**src/rtl/fetch_unit_pkg.sv**
```systemverilog
// fetch_unit shared types and defaults.
// Sizes match the 32x8 instruction RAM.
package fetch_unit_pkg;

  localparam int DEF_WORDSIZE = 8;
  localparam int DEF_ADDR_SIZE = 5;
  localparam logic [7:0] DEF_HALT_WORD = 8'hFF;

  typedef enum logic [1:0] {
    EMPTY = 2'd0,
    FULL  = 2'd1,
    HALT  = 2'd2
  } fetch_state_t;

endpackage

```
**src/rtl/program_counter.sv**
```systemverilog
// Loadable up-counter for the fetch PC.
// Load wins over increment; wraps silently.
module program_counter
  import fetch_unit_pkg::*;
#(
  parameter int W = DEF_ADDR_SIZE
) (
  input  logic         clk,
  input  logic         rst_n,
  input  logic         load,
  input  logic [W-1:0] load_val,
  input  logic         inc,
  output logic [W-1:0] pc
);

  always_ff @(posedge clk or negedge rst_n) begin
    if (!rst_n) begin
      pc <= '0;
    end else if (load) begin
      pc <= load_val;
    end else if (inc) begin
      pc <= pc + 1'b1;
    end
  end

endmodule

```
**src/rtl/fetch_unit.sv**
```systemverilog
// Instruction fetch stage: PC, IR and a
// valid/ready handshake toward decode.
module fetch_unit
  import fetch_unit_pkg::*;
#(
  parameter int WORDSIZE = DEF_WORDSIZE,
  parameter int ADDR_SIZE = DEF_ADDR_SIZE,
  parameter logic [WORDSIZE-1:0] HALT_WORD =
    WORDSIZE'(DEF_HALT_WORD)
) (
  input  logic                 clk,
  input  logic                 rst_n,
  output logic [ADDR_SIZE-1:0] ram_addr,
  output logic                 ram_write_en,
  input  logic [WORDSIZE-1:0]  ram_data,
  input  logic                 jump_en,
  input  logic [ADDR_SIZE-1:0] jump_addr,
  output logic [WORDSIZE-1:0]  ir_out,
  output logic [ADDR_SIZE-1:0] ir_pc,
  output logic                 ir_valid,
  input  logic                 ir_ready,
  output logic                 halted
);

  fetch_state_t state, state_nx;
  logic [ADDR_SIZE-1:0] pc;
  logic load, inc, xfer;
  logic ir_halt, fill, stop;

  assign xfer = ir_valid & ir_ready;
  assign ir_halt = (ir_out == HALT_WORD);
  assign fill = (state == FULL) & xfer & ~ir_halt;
  assign stop = (state == FULL) & xfer & ir_halt;

  // A fetched HALT word parks the PC on itself.
  assign inc = load & (ram_data != HALT_WORD);

  program_counter #(
    .W(ADDR_SIZE)
  ) u_pc (
    .clk      (clk),
    .rst_n    (rst_n),
    .load     (jump_en),
    .load_val (jump_addr),
    .inc      (inc),
    .pc       (pc)
  );

  always_ff @(posedge clk or negedge rst_n) begin
    if (!rst_n) begin
      state <= EMPTY;
    end else begin
      state <= state_nx;
    end
  end

  always_comb begin
    state_nx = state;
    load = 1'b0;
    unique case (1'b1)
      jump_en: begin
        state_nx = EMPTY;
      end
      !jump_en && (state == EMPTY): begin
        load = 1'b1;
        state_nx = FULL;
      end
      !jump_en && fill: begin
        load = 1'b1;
      end
      !jump_en && stop: begin
        state_nx = HALT;
      end
      default: ;
    endcase
  end

  always_ff @(posedge clk or negedge rst_n) begin
    if (!rst_n) begin
      ir_out <= '0;
      ir_pc <= '0;
    end else if (load) begin
      ir_out <= ram_data;
      ir_pc <= pc;
    end
  end

  assign ram_addr = pc;
  assign ram_write_en = 1'b0;
  assign ir_valid = (state == FULL);
  assign halted = (state == HALT);

endmodule

```
**config.mk**
```make
export PLATFORM = sky130hd
export DESIGN_NAME = fetch_unit
export DESIGN_NICKNAME = d
export VERILOG_FILES = /design/src/rtl/fetch_unit_pkg.sv /design/src/rtl/program_counter.sv /design/src/rtl/fetch_unit.sv
export SDC_FILE = /design/constraint.sdc
export NUM_CORES = 1
export LEC_CHECK = 0
export BUFFER_PORTS_ARGS = -buffer_cell sky130_fd_sc_hd__buf_2
export CAP_MARGIN = 20
export CORE_MARGIN = 1
export CORE_UTILIZATION = 47
export CTS_CLUSTER_DIAMETER = 100
export DETAILED_ROUTE_END_ITERATION = 16
export GPL_TIMING_DRIVEN = 0
export PLACE_DENSITY = 0.89
export SLEW_MARGIN = 20
export SYNTH_ARGS = -nofsm -noshare
export SYNTH_HDL_FRONTEND = slang
export SYNTH_SLANG_ARGS = --single-unit
```
**constraint.sdc**
```tcl
create_clock -name clk -period 2.5 [get_ports clk]
set_input_delay 0.375 -clock clk [delete_from_list [all_inputs] [get_ports clk]]
set_output_delay 0.375 -clock clk [all_outputs]
set_load 0.02 [all_outputs]
```
==> summary.md <==
| Metric | Value |
|---|---|
| Initial Util | `0.5243` |
| Sequential area share after synthesis | `0.5298` |
| Post-synthesis async set-or-reset flop share | `1.000` |
| ANT cells | `0` |
| Drt pass-1 iters | `4` |
| Slowest stage delay, CP | `410 ps` |
| Clock sink count | `20` |
| Worst EP required | `roughly 2700 ps` |
| Fmax | `0.5640 GHz` |
| Kind of start point of the critical path | `flip-flop` |
| Syn Inst Count | `82` |
| Critical path class | `flip-flop to flip-flop` |
| Crit-path slowest cell | `dfrtp_1` |
| I/O pin count | `38` |
| Synthesized area per cell | `11.52 sq um` |
| Die width | `46.83 um` |
| DIE AREA | `0.002193 sq mm` |
| Tmin final | `1773 ps` |
| Pin count of the biggest net entering global routing | `21` |
| Violated checks | `negative hold slack` |
| Routed wl met2 | `1.056 mm` |
| Post-synthesis cell area | `944.7 sq um` |
| CTS tree | `done` |
| Worst slack at placement | `~700 ps` |
| Routed Antenna Nets | `0` |
| Die Y | `46.83 um` |
| Drt drc | `0` |
| Final Setup Violations | `0` |
| WL/cell | `14.23 um` |
| Routed wl met3 | `86 um` |
| DR vias/cell | `5.555` |
| Leak Pwr | `approximately 0.00054 uW` |
| Clock share of power | `0.230` |
| Worst Hold Class | `input port to asynchronous set/reset pin` |
| Post-Route Setup TNS | `0 ps` |
| Crit path DAT | `approximately 2000 ps` |
| Internal | `547.5 uW` |
| Routed WL | `2.078 mm` |
| RSZ-0062 raised after global routing | `false` |
| H-Tree Depth | `1` |
| Total CTS buffers | `3` |
| Clock Skews | `3.638 ps` |
| Fin. Hold Viols | `11` |
| Antenna violations before repair | `0` |
| Worst ir drop on vdd | `between 0.0004 and 0.0005 V` |
| Final worst slack | `727.1 ps` |
| Vias in the first global route | `774` |
| Final hold slack | `-2.242 ps` |
| Final-stage net count | `140` |
| Placed wire-length estimate | `1.527 mm` |
| First-pass GRT wire length | `3.415 mm` |
| Seq cells post-synth | `20` |
| Comb pwr share | `0.267` |
| Number of enable flip-flop cells after synthesis | `0` |
| Switch share | `0.3216` |
| Synthesis warning total | `0` |
| Max Slew Vio Count | `0` |
| Syn_nets | `100` |
| DR iter-0 viols | `27` |
| Primary FF master, synth | `dfrtp_1` |
| Core area | `between 0.0015 and 0.002 sq mm` |
| Crit share post-route | `0.7092` |
| Unique masters post-synth | `29` |
| Uppermost layer routed | `met4` |
| Max Cap Viol | `0` |
| Clock Pin Slew Worst Setup and Hold Paths | `between 100 and 150 ps` |
| NetSw | `259.6 uW` |
| Critical path endpoint category | `flip-flop` |
| Clk_lat worst skew | `300 ps` |
| Post-CTS Hold Buffers | `0` |
| Row count | `15` |
| CTS max path bufs | `2` |
| RePlAce Congestion | `approximately 0.76` |
| Status | `complete, but fails checks` |
| Root buffer cell | `clkbuf_4` |
| Area grow syn2layout | `25.70%` |
| Share of cells above drive strength 1 | `0.4050` |
| IO Port Bufs | `35` |
| Overall Global Routing Usage | `0.2275` |
| Post-CTS sizing | `0` |
| Cell area power density | `679.7 mW/mm^2` |
| Worst-path cell chain | `nand4_1 -> o21ai_0 -> a21boi_1 -> buf_2 -> mux2_1` |
| Remaining global-route overflow | `0` |
| DRT met1 WL | `~900 um` |
| Post-CTS Setup Bufs | `0` |
| Reg power frac | `0.503` |
| Vias post-DR | `~810` |
| Worst Path Max Fanout | `10` |
## registers in the layout (all words and copies together) (netlist names)
signal and count:
ir_out 8, ir_pc 5, state 2, u_pc.pc 5
## cells in the final DEF, fill, tap and decap left out, drive strengths merged, types with 2 or more instances in the layout
cell type,count
or4,5
nor2,7
a31oi,3
nor2b,2
buf,38
o211ai,2
nand4,4
mux2,13
dfrtp,20
clkbuf,5
inv,4
nand3,2
o31ai,3
nand2,2
## per-layer routing
metal | vias up | global-route usage
met4 | 0 | 0.1257
met5 | - | 0
met1 | 392 | 0.2885
met2 | 28 | 0.3778
met3 | 6 | 0.02692
li1 | 385 | -
## kinds of logic after synthesis
| group | synth area share |
|---|---|
| simple gates | 0.1457 |
| flops | 0.5298 |
| compound gates | 0.1073 |
| mux | 0.1550 |
| buf+inv | 0.04502 |
| fa+ha+maj | 0.01324 |
| other cells | 0.003970 |
## final cells by class
cell class,count,area [sq um]
fill,158,614.3
sequential,20,500.5
multi-input combinational,54,401.6
timing repair buffer,35,175.2
clock buffer,4,36.28
tap,25,31.28
buffer,4,27.53
inverter,4,15.01
## cell usage after synthesis (all sizes together), types with 2 or more instances
library cell | number | area share
inv | 4 | 0.016
nand3 | 2 | 0.011
o211ai | 2 | 0.016
nor2 | 7 | 0.028
nor2b | 2 | 0.013
mux2 | 13 | 0.15
a31oi | 3 | 0.020
nand2 | 2 | 0.0079
dfrtp | 20 | 0.53
nand4 | 4 | 0.026
buf | 3 | 0.025
or4 | 5 | 0.040
o31ai | 3 | 0.024
## worst max-delay path, delay by kind of cell (launching register included)
kind                   cells  cell delay (ps)
AND/OR/NAND/NOR            1              120
multiplexers               1              370
buffers and inverters      1              330
AO/OA/AOI/OAI              2              420
flip-flops                 1              410
## path summary, 6_finish.rpt
kind                                                to                  start  slack, ps  cells past startpoint
worst max register to register   ir_out[6]$_DFFE_PN0P_  ir_out[7]$_DFFE_PN0P_        730                      5
worst min-delay path            u_pc.pc[1]$_DFFE_PN0P_                  rst_n         -2                      1
max in group asynchronous        ir_out[6]$_DFFE_PN0P_                  rst_n       2200                      1
worst min register to register    ir_pc[1]$_DFFE_PN0P_   ir_pc[1]$_DFFE_PN0P_        490                      1
min in group clk                  state[1]$_DFFE_PN0P_                jump_en        250                      2
worst max-delay path             ir_out[6]$_DFFE_PN0P_  ir_out[7]$_DFFE_PN0P_        730                      5
## metrics by stage
| step | area [sq um] | hold WS [ps] | total power, uW | util | instances |
|---|---|---|---|---|---|
| after global placement | 1151 | 335.5 | 618.1 | 0.6389 | 142 |
| after global routing | 1187 | 13.98 | 853.0 | 0.6590 | 146 |
| after floorplan | 944.7 | 79.41 | 541.1 | - | 82 |
| final | 1187 | -2.242 | 807.1 | 0.6590 | 146 |
| after CTS | 1187 | 5.570 | 811.9 | 0.6590 | 146 |
| after detailed placement | 1151 | 338.9 | 627.9 | 0.6389 | 142 |
## power groups by stage
| stage | logic, uW | clock network [uW] | registers, uW |
|---|---|---|---|
| finish | 216 | 185 | 406 |
| detailed placement | 216 | 0 | 412 |
| floorplan | 74.7 | 0 | 466 |
| CTS | 217 | 188 | 407 |
| global placement | 210 | 0 | 408 |
| global route | 235 | 204 | 415 |
(Power assumes the default switching activity.)
